File: src/rtl/alarm_ringer_if.sv
// Signal bundle between the alarm ringer and its surroundings: control inputs in,
// piezo drive and status out.
interface alarm_ringer_if;
  logic       tick1s;
  logic       alarmStatus;
  logic       alarmRing;
  logic       snoozeBtn;
  logic       dismissBtn;
  logic       buzzer;
  logic       ringing;
  logic       snoozing;
  logic [2:0] snoozeCount;

  modport master (
    output tick1s, alarmStatus, alarmRing, snoozeBtn, dismissBtn,
    input  buzzer, ringing, snoozing, snoozeCount
  );

  modport slave (
    input  tick1s, alarmStatus, alarmRing, snoozeBtn, dismissBtn,
    output buzzer, ringing, snoozing, snoozeCount
  );
endinterface

File: src/rtl/alarm_ringer.sv
// Alarm ringer: rings on an alarm-time match, supports a limited number of
// snoozes, a dismiss, and an automatic timeout, with a 1 s on / 1 s off beep.
module alarm_ringer #(
  parameter int unsigned RING_TIMEOUT_SEC = 60,
  parameter int unsigned SNOOZE_SEC       = 300,
  parameter int unsigned MAX_SNOOZE       = 3
) (
  input  logic           uclock,
  input  logic           rst_n,
  alarm_ringer_if.slave  bus
);

  typedef enum logic [1:0] {IDLE, RING, SNOOZE, DONE} state_t;

  localparam logic [15:0] RING_LAST   = 16'(RING_TIMEOUT_SEC - 1);
  localparam logic [15:0] SNOOZE_LAST = 16'(SNOOZE_SEC - 1);
  localparam logic [2:0]  SNOOZE_MAX  = 3'(MAX_SNOOZE);

  state_t      state, stateNext;
  logic [15:0] secCnt, secCntNext;
  logic        beepPhase, beepNext;
  logic [2:0]  snoozeCount, snoozeCountNext;
  logic        ringQ, snoozeQ, dismissQ;
  logic        buzzerQ, ringingQ, snoozingQ;
  logic        ringEdge, snoozeEdge, dismissEdge;

  assign ringEdge    = bus.alarmRing  & ~ringQ;
  assign snoozeEdge  = bus.snoozeBtn  & ~snoozeQ;
  assign dismissEdge = bus.dismissBtn & ~dismissQ;

  always_comb begin
    stateNext       = state;
    secCntNext      = secCnt;
    beepNext        = beepPhase;
    snoozeCountNext = snoozeCount;

    if (!bus.alarmStatus) begin
      stateNext       = IDLE;
      secCntNext      = '0;
      beepNext        = 1'b0;
      snoozeCountNext = '0;
    end else begin
      unique case (state)
        IDLE: begin
          snoozeCountNext = '0;
          if (ringEdge) begin
            stateNext  = RING;
            secCntNext = '0;
            beepNext   = 1'b1;
          end
        end

        // A snooze edge at the limit falls through, so a same-cycle tick still counts.
        RING: begin
          if (dismissEdge) begin
            stateNext = DONE;
          end else if (snoozeEdge && (snoozeCount < SNOOZE_MAX)) begin
            stateNext       = SNOOZE;
            snoozeCountNext = snoozeCount + 3'd1;
            secCntNext      = '0;
            beepNext        = 1'b0;
          end else if (bus.tick1s) begin
            if (secCnt == RING_LAST) begin
              stateNext = DONE;
            end else begin
              secCntNext = secCnt + 16'd1;
              beepNext   = ~beepPhase;
            end
          end
        end

        SNOOZE: begin
          if (dismissEdge) begin
            stateNext = DONE;
          end else if (bus.tick1s) begin
            if (secCnt == SNOOZE_LAST) begin
              stateNext  = RING;
              secCntNext = '0;
              beepNext   = 1'b1;
            end else begin
              secCntNext = secCnt + 16'd1;
            end
          end
        end

        DONE: begin
          if (!bus.alarmRing) begin
            stateNext       = IDLE;
            secCntNext      = '0;
            beepNext        = 1'b0;
            snoozeCountNext = '0;
          end
        end

        default: stateNext = IDLE;
      endcase
    end
  end

  always_ff @(posedge uclock) begin
    if (!rst_n) begin
      state       <= IDLE;
      secCnt      <= '0;
      beepPhase   <= 1'b0;
      snoozeCount <= '0;
      ringQ       <= 1'b0;
      snoozeQ     <= 1'b0;
      dismissQ    <= 1'b0;
      buzzerQ     <= 1'b0;
      ringingQ    <= 1'b0;
      snoozingQ   <= 1'b0;
    end else begin
      state       <= stateNext;
      secCnt      <= secCntNext;
      beepPhase   <= beepNext;
      snoozeCount <= snoozeCountNext;
      ringQ       <= bus.alarmRing;
      snoozeQ     <= bus.snoozeBtn;
      dismissQ    <= bus.dismissBtn;
      buzzerQ     <= (stateNext == RING) && beepNext;
      ringingQ    <= (stateNext == RING);
      snoozingQ   <= (stateNext == SNOOZE);
    end
  end

  assign bus.buzzer      = buzzerQ;
  assign bus.ringing     = ringingQ;
  assign bus.snoozing    = snoozingQ;
  assign bus.snoozeCount = snoozeCount;

endmodule

File: src/flat_wrapper.sv
// flat-port wrapper written by rule: the top's interface ports become plain ports
module alarm_ringer_flat 
#(
  parameter int unsigned RING_TIMEOUT_SEC = 60,
  parameter int unsigned SNOOZE_SEC       = 300,
  parameter int unsigned MAX_SNOOZE       = 3
)
  (uclock, rst_n, bus_tick1s, bus_alarmStatus, bus_alarmRing, bus_snoozeBtn, bus_dismissBtn, bus_buzzer, bus_ringing, bus_snoozing, bus_snoozeCount);
  alarm_ringer_if bus_i ();
  input  logic uclock;
  input  logic rst_n;
  input wire logic [$bits(bus_i.tick1s)-1:0] bus_tick1s;
  input wire logic [$bits(bus_i.alarmStatus)-1:0] bus_alarmStatus;
  input wire logic [$bits(bus_i.alarmRing)-1:0] bus_alarmRing;
  input wire logic [$bits(bus_i.snoozeBtn)-1:0] bus_snoozeBtn;
  input wire logic [$bits(bus_i.dismissBtn)-1:0] bus_dismissBtn;
  output wire logic [$bits(bus_i.buzzer)-1:0] bus_buzzer;
  output wire logic [$bits(bus_i.ringing)-1:0] bus_ringing;
  output wire logic [$bits(bus_i.snoozing)-1:0] bus_snoozing;
  output wire logic [$bits(bus_i.snoozeCount)-1:0] bus_snoozeCount;
  assign bus_i.tick1s = bus_tick1s;
  assign bus_i.alarmStatus = bus_alarmStatus;
  assign bus_i.alarmRing = bus_alarmRing;
  assign bus_i.snoozeBtn = bus_snoozeBtn;
  assign bus_i.dismissBtn = bus_dismissBtn;
  assign bus_buzzer = bus_i.buzzer;
  assign bus_ringing = bus_i.ringing;
  assign bus_snoozing = bus_i.snoozing;
  assign bus_snoozeCount = bus_i.snoozeCount;
  alarm_ringer #(.RING_TIMEOUT_SEC(RING_TIMEOUT_SEC), .SNOOZE_SEC(SNOOZE_SEC), .MAX_SNOOZE(MAX_SNOOZE)) u_core (.uclock(uclock), .rst_n(rst_n), .bus(bus_i));
endmodule
File: config.mk
export PLATFORM = sky130hd
export DESIGN_NAME = alarm_ringer_flat
export DESIGN_NICKNAME = d
export VERILOG_FILES = /design/src/rtl/alarm_ringer_if.sv /design/src/rtl/alarm_ringer.sv /design/src/flat_wrapper.sv
export SDC_FILE = /design/constraint.sdc
export NUM_CORES = 1
export LEC_CHECK = 0
export ABC_AREA = 1
export BUFFER_PORTS_ARGS = -buffer_cell sky130_fd_sc_hd__clkbuf_2
export CAP_MARGIN = 5
export CORE_UTILIZATION = 60
export CTS_BUF_LIST = sky130_fd_sc_hd__clkbuf_8
export DETAILED_ROUTE_END_ITERATION = 8
export PLACE_DENSITY = 0.8
export SYNTH_ARGS = -nofsm -noshare
export SYNTH_HDL_FRONTEND = slang
export SYNTH_SLANG_ARGS = --single-unit
File: constraint.sdc
create_clock -name uclock -period 1.9 [get_ports uclock]
set_input_delay 0 -clock uclock [delete_from_list [all_inputs] [get_ports uclock]]
set_output_delay 0 -clock uclock [all_outputs]
set_load 0.1 [all_outputs]
Word-level counts from Yosys, hierarchy flattened:

Index checks and enable logic that the tools add are counted.

* multiplexer cells: 36
* $lt $le $gt $ge: 1
* bitwise gates (word level): 7
* eq/ne operators: 15
* reduce and logical (&&, ||, !) cells: 7
* $add $sub $neg: 2

Operators with widths (number)
* 16-bit 2-to-1 mux: 9
* 16-bit case mux with 4 select lines: 1
* 2-bit 2-to-1 mux: 10
* 16-bit by 1-bit adder with 16-bit output, second input constant: 1
* 16-bit by 6-bit == test with 1-bit output, second input constant: 1
* 16-bit by 9-bit == test with 1-bit output, second input constant: 1
* 1-bit 2-to-1 mux: 10
* 3-bit 2-to-1 mux: 3
* 3-bit case mux with 3 select lines: 1
* 2-bit != test, second input constant: 4
* 2-bit case mux with 4 select lines: 1
* 7-bit AND reduction: 1
* 2-bit == test, second input constant: 3
* 3-bit by 2-bit != test with 1-bit output, second input constant: 2
* 2-bit by 1-bit == test with 1-bit output, second input constant: 2
* 2-bit by 1-bit != test with 1-bit output, second input constant: 2
* 1-bit inverter: 4
* 1-bit case mux with 4 select lines: 1
* 4-bit AND reduction: 1
* 3-bit by 1-bit adder with 3-bit output, second input constant: 1
* 1-bit AND: 3
* 3-bit by 2-bit < comparator with 1-bit output, second input constant: 1
* 3-bit nonzero test: 1
* 1-bit logical AND: 2
* other kinds (2): 2

* output and inout bits: 6
* bits in registers: 28

Longest topological paths before layout:

* depth after elaboration: 9
* gate-level depth with buffers: 14
* mapped depth without buffers: 14

Worst setup path before layout:

OpenSTA, ideal clock, no wires.

* path type: register -> register
* start point: reg u_core.snoozeCount[0], in the netlist u_core.bus.snoozeCount[0]
* end point: reg u_core.secCnt[2]
* required time: 1.786 ns
* buffers on the path: 1
* cell stages (with the launch flop): 11
* clock period less this slack: 1.974 ns
* setup time: 0.114 ns
* arrival time: 1.860 ns
* path slack: -0.074 ns
* cells stage by stage: dfxtp_1 -> nand2_1 -> nand4_1 -> nand2_1 -> inv_1 -> nand2_2 -> nand2_4 -> buf_6 -> nor2_2 -> xor2_1 -> nor2_1

* longest elaborated chain between the ends: 5
* elaborated cells on any way between the ends: 8

RTL lines
* start, declared: line alarm_ringer.sv:22 `logic [2:0] snoozeCount, snoozeCountNext;`
* start signal, assigned: line alarm_ringer.sv:116 `snoozeCount <= snoozeCountNext;`
* 3-bit by 2-bit < comparator with 1-bit output *: line alarm_ringer.sv:57 `end else if (snoozeEdge && (snoozeCount < SNOOZE_MAX)) begin`
* 1-bit logical AND *: line alarm_ringer.sv:57
* 16-bit 2-to-1 mux: line alarm_ringer.sv:57
* 16-bit 2-to-1 mux: line alarm_ringer.sv:55 `if (dismissEdge) begin`
* 16-bit case mux with 4 select lines: line alarm_ringer.sv:43 `unique case (state)`
* end signal, assigned: line alarm_ringer.sv:114 `secCnt <= secCntNext;`
* end, declared: line alarm_ringer.sv:20 `logic [15:0] secCnt, secCntNext;`

Every way passes the cells marked *; elsewhere a longest branch is shown, timed or not. The select of a mux whose other input is x is not followed.
A chain may end at the register's enable or synchronous reset.

Worst setup path in the final report:

* start point: reg u_core.secCnt[1]
* end point: reg u_core.secCnt[2]

* longest elaborated chain between the ends: 6
* elaborated cells on any way between the ends: 13

RTL lines
* 16-bit by 1-bit adder with 16-bit output: line alarm_ringer.sv:66, alarm_ringer.sv:81
* 16-bit 2-to-1 mux: line alarm_ringer.sv:63 `if (secCnt == RING_LAST) begin`
* 16-bit 2-to-1 mux: line alarm_ringer.sv:62 `end else if (bus.tick1s) begin`
* 16-bit 2-to-1 mux: line alarm_ringer.sv:57
* 16-bit 2-to-1 mux: line alarm_ringer.sv:55
* 16-bit case mux with 4 select lines: line alarm_ringer.sv:43

Several ways; a longest one is shown, not always the timed one. The select of a mux whose other input is x is not followed.

==> results_dict.tcl <==
set metrics [dict create \
    outcome "complete, but fails checks" \
    violations "hold timing" \
    yosys-top-cells-area "dfxtp_1 (33%), nand2_1 (15%), inv_1 (9.5%)" \
    dpl_cell_area_um2 1861 \
    fin_util 0.7705 \
    pwr_density_cell_nw_per_um2 584.0 \
    sw_frac_of_total 0.2923 \
    slew_viol_final 0 \
    multi_input_area_um2 949.7 \
    met1Wirelength_um 1963 \
    netlist.area_leader.share 0.3294 \
    synth-seq-cells 28 \
    p_clk_frac 0.285 \
    cts_root_buf "clkbuf_8" \
    cp.arrival_ns 2.00 \
    synthArstFlopShare 0 \
    grt-ovfl-total 0 \
    drive_gt1_frac 0.1577 \
    clock_path_buffers 2 \
    power_w 0.001155 \
    wire_per_inst_um 12.19 \
    antenna_cells 0 \
    synthFlopType "dfxtp_1" \
    ir_drop_v 0.0005369 \
    ys_top_cells_by_count "nand2_1 (69), inv_1 (43), nor2_1 (34)" \
    seq_area_um2 568.0 \
    clock_latency_ns 0.28 \
    start_kind "register" \
    wl_met3_um 319 \
    hpwl_um 2907 \
    hold_path_class "in -> reg" \
    seqPwrFrac 0.523 \
    vias_per_cell 5.329 \
    path_class "reg -> reg" \
    setup_viol 0 \
    syn_area_per_cell_um2 6.326 \
    routed.top_layer "met4" \
    tightest_slew_ns 0.5456 \
    synth_most_common_cell "nand2_1" \
    synth_edf_count 0 \
    drc_errors 0 \
    cts_num_sinks 28 \
    grt_use_total 0.2709 \
    grt_pass1_vias 1594 \
    cts_tree "built" \
    yosysWarnings 0 \
    synth_area_um2 1702 \
    synthDistinctLibCells 27 \
    max_slew_margin 0.6378 \
    grt_pass1_wl_um 6755 \
    synth_nets 282 \
    timing.max_cap.violations 0 \
    final-hold-violation-count 1 \
    fillers 196 \
    port_buffers 12 \
    synth_top_area_cell "dfxtp_1" \
    cp-end-kind "register" \
    drt_iter0_markers 150 \
    drt_pass1_iterations 4 \
    grt_max_degree 15 \
    cp.required_ns 2.12 \
    postLayoutCellArea_um2 1978 \
    routed_wl_um 3999 \
    clk_pin_slew_worst_paths_ns 0.10 \
    num_vias 1748 \
    area_growth_pct 16.25 \
    cts.htree.levels 1 \
    p_int_w 0.0008176 \
    row_count 18 \
    yosysSeqAreaShare 0.3294 \
    cts_buffers 3 \
    p_sw_w 0.0003377 \
    drtAntennaViolNets 0 \
    leakage_nw 0.9376 \
    combPwrFrac 0.193 \
    core-area_um2 2567 \
    skew_ns 0.004383 \
    dieArea_um2 3053 \
    whs_ns -0.003086 \
    start_util 0.6628 \
    finalCritPeriodShare 0.9381 \
    antenna_found_initial 0 \
    crit_fanout 9 \
    ios 13 \
    die_h_um 55.26 \
    gp_congestion 0.9183 \
    fin_crit_ns 1.782 \
    syn_inst 269 \
    timing.fmax_mhz 561.0 \
    nNetsFinal 313 \
    met2WireLength_um 1667 \
    die_width_um 55.26 \
]
kinds of logic (layout without fill, tap and decap cells):
| family | count (synthesis) | in the layout | share of synthesized area |
|---|---|---|---|
| buffers and inverters | 48 | 77 | 0.1125 |
| xor gates and xnor gates | 2 | 2 | 0.01030 |
| and+or+nand+nor | 159 | 159 | 0.4176 |
| adders and majority gates | 6 | 6 | 0.04412 |
| AOI/OAI and AO/OA | 26 | 26 | 0.08603 |
| DFF | 28 | 28 | 0.3294 |
final cells by class:
cell class | instances | share of cell area
sequential | 28 | 0.2872
inverter | 45 | 0.08539
timing repair buffer | 29 | 0.1075
clock buffer | 3 | 0.02087
tap | 30 | 0.01898
multi-input combinational | 193 | 0.4801
sequential cells by signal, indices dropped and copies added (netlist names):
register and flops:
u_core.bus.ringing 1, u_core.bus.snoozeCount 3, u_core.dismissQ 1, u_core.ringQ 1, u_core.secCnt 16, u_core.bus.buzzer 1
u_core.bus.snoozing 1, u_core.beepPhase 1, u_core.state 2, u_core.snoozeQ 1
critical path, stage by stage (launching register included):
cell      delay, ns
dfxtp_1        0.37
ha_1           0.20
nand2_2        0.08
clkinv_1       0.05
nand2_1        0.07
nor2_4         0.14
nand2_2        0.09
nand2_2        0.06
nand2_2        0.07
nand2_4        0.13
inv_2          0.10
nand2_4        0.13
nand2_1        0.10
nor2_1         0.13
path summary, 6_finish.rpt:
kind                                                 from                         to  slack [ns]  cells after the start
worst max register to register           u_core.secCnt[1]           u_core.secCnt[2]        0.12                     13
worst min register to register  u_core.bus.snoozeCount[2]  u_core.bus.snoozeCount[2]        0.47                      2
worst max-delay path                     u_core.secCnt[1]           u_core.secCnt[2]        0.12                     13
worst min-delay path                                rst_n               u_core.ringQ      -0.003                      3
power by group through the flow:
stage | logic, W | clock network [W] | registers, W
finish | 0.000223 | 0.000329 | 0.000604
global route | 0.000243 | 0.000343 | 0.000606
CTS | 0.000210 | 0.000326 | 0.000603
detailed placement | 0.000201 | 0 | 0.000617
global placement | 0.000198 | 0 | 0.000617
floorplan | 0.000120 | 0 | 0.000641
layer usage:
layer,vias up,GRT usage
li1,905,-
met1,757,0.4124
met2,76,0.3976
met3,10,0.03279
met4,0,0.08214
met5,-,0
stage by stage:
step	setup slack [ns]	std cells	hold slack, ns	setup TNS [ns]
after floorplan	0.2642	269	0.09345	0
after global placement	0.1115	317	0.1945	0
after detailed placement	0.09617	317	0.2059	0
after global routing	-0.01719	328	0.01181	-0.04840
final	0.1175	328	-0.003086	0
after CTS	0.06594	325	0.0002313	0
what timing repair did:
| action | CTS | global route |
|---|---|---|
| buffers inserted | 0 | 3 |
| endpoints found under the setup margin | 0 | 11 |
| hold buffers | 5 | 0 |
| hold endpoints to repair | 3 | 0 |
| resized for setup | 0 | 3 |
cell usage in the layout (no fill, tap or decap), types with 5 or more instances in the layout:
| cell type | count |
|---|---|
| dfxtp_1 | 22 |
| dlygate4sd3_1 | 5 |
| clkbuf_2 | 12 |
| ha_1 | 6 |
| nand2_1 | 69 |
| a21oi_1 | 11 |
| nor3_1 | 6 |
| dfxtp_2 | 6 |
| inv_1 | 43 |
| o21ai_0 | 8 |
| buf_4 | 11 |
| nor2_1 | 34 |
| nand3_1 | 32 |
No activity file was read; power rests on OpenSTA's default activity.
